===== src/rtl/lif_neuron_engine.sv =====
// Leaky-integrate-and-fire timestep engine: reads one SVR spike vector, then one
// WVR weight word per neuron. It updates the membrane potentials and emits a spike vector.
// Latency N_NEURONS+2 cycles from accepted start to done; start is ignored unless IDLE.
module lif_neuron_engine #(
  parameter int                 N_NEURONS  = 8,
  parameter int                 WVR_BASE   = 0,
  parameter int                 LEAK_SHIFT = 4,
  parameter logic signed [15:0] THRESHOLD  = 16'sd64
) (
  input  logic                 clk,
  input  logic                 reset,
  input  logic                 start,
  input  logic [4:0]           spike_sel,
  output logic [4:0]           svr_readaddr,
  input  logic [31:0]          svr_readdata,
  output logic [4:0]           wvr_readaddr,
  input  logic [31:0]          wvr_readdata,
  output logic                 busy,
  output logic                 done,
  output logic [N_NEURONS-1:0] spike_out,
  input  logic [2:0]           vmem_sel,
  output logic [15:0]          vmem_data
);

  typedef enum logic [1:0] {IDLE, LOAD, ACCUM, DONE} state_t;

  state_t                state_q, state_d;
  logic [4:0]            svr_addr_q, svr_addr_d;
  logic [2:0]            cnt_q, cnt_d;
  logic [31:0]           s_q, s_d;
  logic [N_NEURONS-1:0]  spk_acc_q, spk_acc_d;
  logic [N_NEURONS-1:0]  spike_out_q, spike_out_d;
  logic                  busy_q, busy_d;
  logic                  done_q, done_d;
  logic signed [15:0]    v_q [N_NEURONS];
  logic signed [15:0]    v_d [N_NEURONS];

  // Datapath for the neuron currently addressed by cnt_q
  logic [3:0]            s_nib;
  logic signed [9:0]     syn_sum;
  logic signed [15:0]    v_cur;
  logic signed [15:0]    v_leak;
  logic signed [17:0]    v_new;
  logic signed [15:0]    v_sat;
  logic                  fire;

  assign s_nib        = s_q[{cnt_q, 2'b00} +: 4];
  assign wvr_readaddr = 5'(WVR_BASE) + {2'b00, cnt_q};
  assign svr_readaddr = svr_addr_q;
  assign busy         = busy_q;
  assign done         = done_q;
  assign spike_out    = spike_out_q;

  // Synaptic sum, leak, saturation and threshold decision for neuron cnt_q
  always_comb begin
    syn_sum = '0;
    for (int k = 0; k < 4; k++) begin
      if (s_nib[k]) begin
        syn_sum = syn_sum + $signed({{2{wvr_readdata[8*k+7]}}, wvr_readdata[8*k +: 8]});
      end
    end
    // Mux instead of direct indexing keeps N_NEURONS < 8 from reading past the array
    v_cur = '0;
    for (int i = 0; i < N_NEURONS; i++) begin
      if (cnt_q == 3'(i)) v_cur = v_q[i];
    end
    v_leak = v_cur >>> LEAK_SHIFT;
    v_new  = $signed({{2{v_cur[15]}}, v_cur})
           - $signed({{2{v_leak[15]}}, v_leak})
           + $signed({{8{syn_sum[9]}}, syn_sum});
    if (v_new > 18'sd32767)       v_sat = 16'sh7FFF;
    else if (v_new < -18'sd32768) v_sat = 16'sh8000;
    else                          v_sat = v_new[15:0];
    fire = (v_sat >= THRESHOLD);
  end

  // Next-state for the control FSM and all datapath registers
  always_comb begin
    state_d     = state_q;
    svr_addr_d  = svr_addr_q;
    cnt_d       = cnt_q;
    s_d         = s_q;
    spk_acc_d   = spk_acc_q;
    spike_out_d = spike_out_q;
    v_d         = v_q;
    unique case (state_q)
      IDLE: begin
        if (start) begin
          svr_addr_d = spike_sel;
          state_d    = LOAD;
        end
      end
      LOAD: begin
        s_d     = svr_readdata;
        cnt_d   = 3'd0;
        state_d = ACCUM;
      end
      ACCUM: begin
        for (int i = 0; i < N_NEURONS; i++) begin
          if (cnt_q == 3'(i)) begin
            v_d[i]       = fire ? 16'sd0 : v_sat;
            spk_acc_d[i] = fire;
          end
        end
        if (cnt_q == 3'(N_NEURONS - 1)) state_d = DONE;
        else                            cnt_d   = cnt_q + 3'd1;
      end
      DONE: begin
        spike_out_d = spk_acc_q;
        state_d     = IDLE;
      end
      default: state_d = IDLE;
    endcase
    // Status outputs are registered and track the state being entered
    busy_d = (state_d == LOAD) || (state_d == ACCUM);
    done_d = (state_d == DONE);
  end

  // Register update; reset aborts any timestep and clears all potentials
  always_ff @(posedge clk) begin
    if (reset) begin
      state_q     <= IDLE;
      svr_addr_q  <= '0;
      cnt_q       <= '0;
      s_q         <= '0;
      spk_acc_q   <= '0;
      spike_out_q <= '0;
      busy_q      <= 1'b0;
      done_q      <= 1'b0;
      for (int i = 0; i < N_NEURONS; i++) v_q[i] <= '0;
    end else begin
      state_q     <= state_d;
      svr_addr_q  <= svr_addr_d;
      cnt_q       <= cnt_d;
      s_q         <= s_d;
      spk_acc_q   <= spk_acc_d;
      spike_out_q <= spike_out_d;
      busy_q      <= busy_d;
      done_q      <= done_d;
      for (int i = 0; i < N_NEURONS; i++) v_q[i] <= v_d[i];
    end
  end

  // Membrane-potential readback; indices beyond the neuron count read as zero
  always_comb begin
    vmem_data = '0;
    for (int i = 0; i < N_NEURONS; i++) begin
      if (vmem_sel == 3'(i)) vmem_data = v_q[i];
    end
  end

endmodule


===== config.mk =====
export PLATFORM = sky130hd
export DESIGN_NAME = lif_neuron_engine
export DESIGN_NICKNAME = d
export VERILOG_FILES = /design/src/rtl/lif_neuron_engine.sv
export SDC_FILE = /design/constraint.sdc
export NUM_CORES = 1
export LEC_CHECK = 0
export CAP_MARGIN = 20
export CELL_PAD_IN_SITES_DETAIL_PLACEMENT = 1
export CELL_PAD_IN_SITES_GLOBAL_PLACEMENT = 2
export CORE_UTILIZATION = 32
export DETAILED_ROUTE_END_ITERATION = 16
export HOLD_SLACK_MARGIN = 0.03
export MAX_ROUTING_LAYER = met4
export PLACE_DENSITY_LB_ADDON = 0.1
export SLEW_MARGIN = 20
export SYNTH_ARGS = -nofsm -noshare
export SYNTH_HDL_FRONTEND = slang
export SYNTH_SLANG_ARGS = --single-unit

===== constraint.sdc =====
create_clock -name clk -period 9.27 [get_ports clk]
set_clock_uncertainty 0.05 [all_clocks]
set_input_delay 1.3905 -clock clk [delete_from_list [all_inputs] [get_ports clk]]
set_output_delay 1.3905 -clock clk [all_outputs]
set_load 0.1 [all_outputs]

==> impl_metrics.json, run 1 <==
{
  "gp_congestion": 0.835,
  "start_kind": "primary input",
  "syn_area_per_cell_sq_um": 8.37,
  "slowest_delay_ns": 0.46,
  "overflow": 0,
  "viasPerCell": 5.38,
  "ioPinCount": 111,
  "routed_wl_um": 42800,
  "slowest_stage": "fa_1",
  "synthTopCellsByArea": "dfxtp_1 (32%), nand2_1 (6.6%), ha_1 (5.9%)",
  "finalCritPeriodShare_pct": 95.6,
  "clk_path_buf_depth": 2,
  "clk_latency_ns": 0.45,
  "synth_area_sq_um": 11800,
  "drt_iter0_drc": 603,
  "cts-htree-levels": 4,
  "worst_ep_required_time_ns": 9.54,
  "crit_type": "in -> reg",
  "clk_pin_slew_ns": 0.07,
  "synth_cells": 1413,
  "status": "complete, no violations",
  "yosysSeqAreaShare_pct": 31.8,
  "io_buffer_count": 108,
  "die_h_um": 194,
  "ys_types": 78,
  "postCtsHoldBufs": 0,
  "final_antenna_net_count": 0,
  "crit_buf_inv": 7,
  "initial_core_util_pct": 32.4,
  "drt-pass1-iter-count": 6,
  "core_sq_um": 36500,
  "period_needed_ns": 8.86,
  "antenna_found_initial": 0,
  "grt_busiest_layer": "met2",
  "synth.largest_area_cell": "dfxtp_1",
  "final-setup-viol-count": 0,
  "fmax_ghz": 0.113,
  "cts-root-buf": "clkbuf_16",
  "async_reset_ff_share_pct": 0,
  "met1_usage_pct": 31.4,
  "critPathCaptureType": "register",
  "cts-buffers-inserted": 17,
  "gr-usage-met2_pct": 38.0,
  "post-synth-top-area-fraction_pct": 31.8,
  "syn_to_final_growth_pct": 27.9,
  "maxCapViolations": 0,
  "slew_viol_final": 0,
  "synth_top_flop_cell": "dfxtp_1",
  "pre_cts_slack_ns": -0.807,
  "grt_pass1_vias": 11400,
  "dieArea_sq_um": 37800,
  "use_met3_pct": 2.60,
  "dpl.hpwl_um": 32000,
  "yosysWarnings": 0,
  "synth-seq-cells": 188,
  "wl_per_cell_um": 20.6,
  "fin_ws_ns": 0.412,
  "grt_start_max_net_pins": 49,
  "grt_pass1_wl_um": 67200,
  "crit_family": "compound AO/OA/AOI/OAI gates",
  "fp.dieW_um": 194,
  "cp.arrival_ns": 9.13,
  "synth_edf_count": 0,
  "cts_tree": "done",
  "hold_viol": 0,
  "antenna_cells": 0,
  "hold_class": "reg -> reg",
  "tightestPinTransition_ns": 1.02,
  "vias": 11200,
  "grt_use_total_pct": 23.7,
  "drc": 0,
  "max_slew_margin_pct": 32.0,
  "rows": 70,
  "cp_common_cell": "buf_4",
  "drive_gt1_share_pct": 18.6,
  "fin_nets": 1748,
  "path_max_fanout": 8,
  "cts_sinks": 188
}
## final timing paths
check / from / to / slack [ns] / depth (start not counted)
worst max register to register: cnt_q[0]$_SDFFE_PP0P_ / v_q[45]$_SDFFE_PP0P_ / 0.47 / 41
worst min register to register: v_q[27]$_SDFFE_PP0P_ / v_q[27]$_SDFFE_PP0P_ / 0.40 / 2
worst max-delay path: wvr_readdata[1] / v_q[45]$_SDFFE_PP0P_ / 0.41 / 37
worst min-delay path: v_q[27]$_SDFFE_PP0P_ / v_q[27]$_SDFFE_PP0P_ / 0.40 / 2
## worst register-to-register path: cells and delay by family (launching register included)
| kind | cells | cell delay [ns] |
|---|---|---|
| compound gates | 14 | 2.60 |
| fa+ha+maj | 6 | 1.94 |
| buf+inv | 7 | 1.13 |
| xor+xnor | 6 | 1.05 |
| mux | 2 | 0.89 |
| simple gates | 6 | 0.67 |
| flops | 1 | 0.37 |
## per-layer routing
layer,vias up,share of wire [%],wire (um)
met4,0,2.0,864
met1,5533,49,20900
li1,5428,-,-
met5,-,0,0
met3,45,2.7,1140
met2,169,46,19800
## what timing repair did
item                       4_1_cts  5_1_grt
buffers inserted                 1       11
cloned                           0        1
pin swaps                        1       25
resized for setup               11       44
setup endpoints to repair      124      128
## sequential cells by signal, indices dropped and copies added (netlist names)
name          cells
v_q             128
spk_acc_q         8
state_q           2
busy              1
cnt_q             3
s_q              32
svr_readaddr      5
done              1
spike_out         8
## cells in the final DEF, fill, tap and decap left out, drive strengths merged, types with 7 or more instances in the layout
cell and instances:
o21ai 187, fa 18, buf 156, a21o 15, ha 56, a22oi 11
mux2i 54, a221oi 16, xnor2 26, nand3b 9, xor2 10, nand2 209
a31oi 19, o211ai 20, o21a 10, and2 11, clkbuf 22, clkdlybuf4s50 106
mux4 24, nand2b 7, a22o 17, nand3 18, o221ai 9, a21oi 81
inv 39, mux2 25, dfxtp 188, nor2b 15, o311ai 16, nor3 22
nor2 130
## layout make-up
cell class | count | area [sq um]
Fill cell | 4267 | 21400
Multi-Input combinational cell | 1093 | 7750
Sequential cell | 188 | 3770
Timing Repair Buffer | 262 | 2330
Tap cell | 468 | 586
Clock buffer | 22 | 454
Inverter | 37 | 139
Clock inverter | 9 | 113
## metrics by stage
| step | cells | util, % | TNS (ns) | hold slack, ns | cell area (sq um) |
|---|---|---|---|---|---|
| 2_1_floorplan | 1414 | - | 0 | 0.380 | 11800 |
| 3_3_place_gp | 2035 | 38.7 | -78.40 | 0.387 | 14100 |
| 3_5_place_dp | 2035 | 38.7 | -92.91 | 0.396 | 14100 |
| 4_1_cts | 2067 | 40.5 | 0 | 0.407 | 14800 |
| 5_1_grt | 2079 | 41.4 | -0.0881 | 0.423 | 15100 |
| 6_report | 2079 | 41.4 | 0 | 0.401 | 15100 |
## synthesized netlist by cell type, drive strengths merged (17+ instances only)
cell type / count
mux4: 24
buf: 24
clkbuf: 72
dfxtp: 188
ha: 56
fa: 18
nor3: 22
nor2: 130
o21ai: 187
a21oi: 81
nand2: 209
inv: 37
xnor2: 26
o211ai: 20
a31oi: 19
mux2i: 54
mux2: 25
nand3: 18
a22o: 17
## cells by family (layout without fill, tap and decap cells)
| family | count (synthesis) | count (layout) | share of synthesized area, % |
|---|---|---|---|
| AO/OA/AOI/OAI | 428 | 428 | 23.0 |
| XOR/XNOR | 36 | 36 | 2.66 |
| adder cells (fa/ha/maj) | 76 | 76 | 9.14 |
| buffers and inverters | 133 | 330 | 4.98 |
| flip-flops | 188 | 188 | 31.8 |
| multiplexers | 103 | 103 | 11.8 |
| other | 1 | 2 | 0.0317 |
| AND/OR/NAND/NOR | 448 | 448 | 16.6 |
Power of run 1 is not shown: default switching activity piles up to over one toggle a cycle in this logic, so the estimate is an artifact.
==> run 2: changes to the inputs <==
--- a/config.mk
+++ b/config.mk
@@ -9,6 +9,8 @@
 export CELL_PAD_IN_SITES_DETAIL_PLACEMENT = 1
 export CELL_PAD_IN_SITES_GLOBAL_PLACEMENT = 2
 export CORE_UTILIZATION = 32
+export CTS_BUF_LIST = sky130_fd_sc_hd__clkbuf_8 sky130_fd_sc_hd__clkbuf_16
+export CTS_CLUSTER_DIAMETER = 200
 export DETAILED_ROUTE_END_ITERATION = 16
 export HOLD_SLACK_MARGIN = 0.03
 export MAX_ROUTING_LAYER = met4
==> run 2 against run 1 <==
  * Clock-buffer cell count down 4
  * Highest routed layer unchanged
  * Largest cell class unchanged
  * Core utilization unchanged
  * Cell count unchanged
  * Sequential share of layout area unchanged
  * Register-to-register slack about the same
  * Setup slack about the same
  * Cell area unchanged
==> impl_metrics.json, run 2 (synthesized netlist as in run 1, its figures left out) <==
{
  "status": "complete, no violations",
  "cp_common_cell": "buf_4",
  "drive_gt1_share_pct": 18.6,
  "final_antenna_net_count": 0,
  "routed_wl_um": 42700,
  "cts-htree-levels": 4,
  "gp_congestion": 0.835,
  "cts_sinks": 188,
  "drc": 0,
  "post-route-util_pct": 41.4,
  "antenna_found_initial": 0,
  "layout_common_cells": "nand2_1 (208), dfxtp_1 (186), buf_4 (141), nor2_1 (129), o21ai_1 (119)",
  "largestRegisters": "v_q: 128 flops, s_q: 32 flops",
  "regArea_sq_um": 3770,
  "drt_iter0_drc": 640,
  "syn_to_final_growth_pct": 27.9,
  "finalCritPeriodShare_pct": 95.6,
  "io_buffer_count": 108,
  "grt_pass1_wl_um": 67200,
  "final-setup-viol-count": 0,
  "dpl.hpwl_um": 32000,
  "dieArea_sq_um": 37800,
  "fill_cells": 4267,
  "fin_nets": 1748,
  "hold_viol": 0,
  "finalHoldWorstSlack_ns": 0.402,
  "die_h_um": 194,
  "critPathCaptureType": "register",
  "hold_class": "reg -> reg",
  "maxCapViolations": 0,
  "max_slew_margin_pct": 32.0,
  "final_common_cell": "nand2_1",
  "initial_core_util_pct": 32.4,
  "multiInputGateArea_sq_um": 7750,
  "core_sq_um": 36500,
  "path_max_fanout": 8,
  "cts-root-buf": "clkbuf_16",
  "ioPinCount": 111,
  "worst_ep_required_time_ns": 9.55,
  "drt-pass1-iter-count": 5,
  "vias": 11200,
  "period_needed_ns": 8.86,
  "wl_per_cell_um": 20.5,
  "cp.arrival_ns": 9.13,
  "viasPerCell": 5.37,
  "fmax_ghz": 0.113,
  "tightestPinTransition_ns": 1.02,
  "cts_tree": "done",
  "slowest_stage": "fa_1",
  "crit_type": "in -> reg",
  "cts-buffers-inserted": 17,
  "grt_use_total_pct": 23.7,
  "clk_latency_ns": 0.45,
  "top_register": "v_q",
  "slowest_delay_ns": 0.46,
  "start_kind": "primary input",
  "fp.dieW_um": 194,
  "clk_path_buf_depth": 2,
  "grt_pass1_vias": 11400,
  "largest_reg_flops": 128,
  "slew_viol_final": 0,
  "rows": 70,
  "overflow": 0,
  "antenna_cells": 0,
  "clk_pin_slew_ns": 0.07,
  "grt_start_max_net_pins": 49
}
==> run 2: cell types whose count changed in the layout (fill, tap and decap cells not counted), sizes merged <==
| cell | delta |
|---|---|
| clkbuf | -4 |
| inv | +4 |
==> run 2: critical path: cells and delay by family <==
| kind | cells | cell delay [ns] |
|---|---|---|
| buffers and inverters | 7 | 1.35 |
| multiplexers | 1 | 0.28 |
| XOR/XNOR | 6 | 0.97 |
| adder cells (fa/ha/maj) | 6 | 1.97 |
| AND/OR/NAND/NOR | 4 | 0.56 |
| AO/OA/AOI/OAI | 13 | 2.59 |
==> run 2: path summary, 6_finish.rpt <==
path              slack [ns]  cells past startpoint                  start                    to
setup / recovery        0.41                     37        wvr_readdata[1]  v_q[45]$_SDFFE_PP0P_
hold / removal          0.40                      2   v_q[27]$_SDFFE_PP0P_  v_q[27]$_SDFFE_PP0P_
setup reg to reg        0.47                     41  cnt_q[0]$_SDFFE_PP0P_  v_q[45]$_SDFFE_PP0P_
hold reg to reg         0.40                      2   v_q[27]$_SDFFE_PP0P_  v_q[27]$_SDFFE_PP0P_
==> run 2: routing by layer <==
metal	up-vias	part of all wire (%)	GRT usage [%]
met3	44	3.4	2.59
met1	5488	48	31.4
met5	-	0	-
met2	206	46	38.2
met4	0	1.8	6.41
li1	5428	-	-
==> run 2: metrics by stage <==
stage / TNS (ns) / cells / worst slack [ns] / instance area [sq um]
finish: 0 / 2079 / 0.412 / 15100
detailed placement: -92.91 / 2035 / -0.807 / 14100
CTS: 0 / 2067 / 0.0587 / 14800
global route: -0.0838 / 2079 / -0.0255 / 15100
global placement: -78.40 / 2035 / -0.683 / 14100
floorplan: 0 / 1414 / 0.0831 / 11800
==> run 2: timing repair <==
action                                  in CTS  in global routing
hold buffers                                 0                  0
setup buffers                                1                 11
pin swaps                                    1                 25
endpoints found under the setup margin     124                128
cloned                                       0                  1
gates resized for setup                     11                 44
hold endpoints to repair                     0                  0
==> run 2: layout make-up <==
class | instances | share of cell area, %
multi-input cells | 1093 | 51.2
clock inverters | 13 | 0.843
flip-flops and latches | 188 | 24.9
inverters | 37 | 0.917
well taps | 468 | 3.87
repair buffers | 262 | 15.4
clock buffers | 18 | 2.90
Power of run 2 is left out for the same reason.
==> variant: new RTL, flow settings as in run 1 <==
Change the parameter `N_NEURONS` from 8 to 16. Comments in the files are not updated.
--- a/src/rtl/lif_neuron_engine.sv
+++ b/src/rtl/lif_neuron_engine.sv
@@ -2,7 +2,7 @@
 // WVR weight word per neuron. It updates the membrane potentials and emits a spike vector.
 // Latency N_NEURONS+2 cycles from accepted start to done; start is ignored unless IDLE.
 module lif_neuron_engine #(
-  parameter int                 N_NEURONS  = 8,
+  parameter int                 N_NEURONS  = 16,
   parameter int                 WVR_BASE   = 0,
   parameter int                 LEAK_SHIFT = 4,
   parameter logic signed [15:0] THRESHOLD  = 16'sd64
Ports: changed (resized spike_out); port bits go from 111 to 119. No check against the original RTL was run, so the function may have changed too.
==> variant against run 1 <==
- worst setup slack better by 89 ps
- routed wire length is 3.3% higher
- sequential cell count stayed put
- cell area is 0.68% lower
- synthesized cell count is 0.71% higher
- first-iteration DRC count is 24% lower
- synthesized area is 1.3% higher
Power is not shown: default switching activity piles up to over one toggle a cycle in this logic, so the estimate is an artifact.
==> variant: results (changes against run 1) <==
metric	value	unit	change
route.met3.wl	1.36	mm	+19%
hold_end	svr_readaddr[4]$_SDFFE_PP0P_		
synth-adder-area-share	9.02	%	-0.12 points
cts-htree-levels	4		unchanged
ff2ff_path_depth	37		-9.8%
gp_congestion	0.857		+2.6%
cts_resized	0		-11
grt_max_degree	63		+29%
slowest_delay	440	ps	-20 ps
met1_length	20.9	mm	-0.15%
synthMuxAreaShare	14.1	%	+2.4 points
avgSynthCellArea	8.42	um2	+0.59%
place_ws	-484	ps	+322 ps
crit_end	v_q[97]$_SDFFE_PP0P_		
worst_pin_slew	1150	ps	+137 ps
outcome	completed		
grt_usage	24.2	%	+0.56 points
reg2reg_slack	590	ps	+120 ps
grt_pass1_vias	11600		+1.7%
vias	11100		-1.0%
cp.arrival	9090	ps	-40 ps
postPlaceCellArea	14300	um2	+0.94%
grtUsageMet3	3.25	%	+0.64 points
nNetsFinal	1727		-1.2%
placed_cells_incl_taps	2025		-0.49%
min-delay-start	svr_readaddr[4]$_SDFFE_PP0P_		
antenna_found_initial	1		+1
postCtsSetupBuffers	2		+1
synthXorXnorAreaFrac	2.48	%	-0.18 points
dr.pass1.iters	4		-2
dr_wl_met2	21.2	mm	+6.8%
gr-usage-met2	40.2	%	+2.1 points
fin_hold_ws	414	ps	+13.4 ps
grt_pass1_wl	68.3	mm	+1.6%
drt-total-wl	44.2	mm	+3.3%
met1_usage	31.0	%	-0.45 points
dp_hpwl	32.4	mm	+1.1%
startpoint	wvr_readdata[0]		
io_buffer_count	116		+7.4%
ys_seq_area_share	31.4	%	-0.41 points
synth_compound_area_share	21.4	%	-1.5 points
synth.distinct_cells	76		-2.6%
first_iter_violations	459		-24%
fin_cells	2059		-0.96%
synth_area_leaders	dfxtp_1 (31%), nand2_1 (6.4%), ha_1 (5.8%)		
r2r-start	cnt_q[0]$_SDFFE_PP0P_		
min_period	8770	ps	-88.6 ps
layout-drive-gt1-share	17.9	%	-0.77 points
synthTopCellsByCount	nand2_1 (203), dfxtp_1 (188), nor2_1 (114)		
==> variant: changes by cell type after synthesis, moves of 10 or more <==
cell,delta
o21ai_1,-34
o311ai_0,-15
a31oi_1,-17
mux2i_1,+14
a21oi_1,+39
a221oi_1,-16
nor2_1,-15
nand2_4,+10
o21ai_0,+24
==> variant: final cells by class <==
| cell class | instances | area (um2) |
|---|---|---|
| fillers | 4284 | 21700 |
| multi-input cells | 1102 | 7860 |
| flip-flops and latches | 188 | 3770 |
| repair buffers | 239 | 2130 |
| well taps | 468 | 586 |
| clock buffers | 20 | 467 |
| clock inverters | 12 | 113 |
| inverters | 30 | 113 |
==> variant: worst register-to-register path: cells and delay by family (launching register included) <==
kind / cells / cell delay (ps)
AND/OR/NAND/NOR: 7 / 1220
multiplexers: 2 / 830
AO/OA/AOI/OAI: 13 / 2560
adder cells (fa/ha/maj): 7 / 2290
flip-flops: 1 / 380
buffers and inverters: 3 / 530
XOR/XNOR: 5 / 730
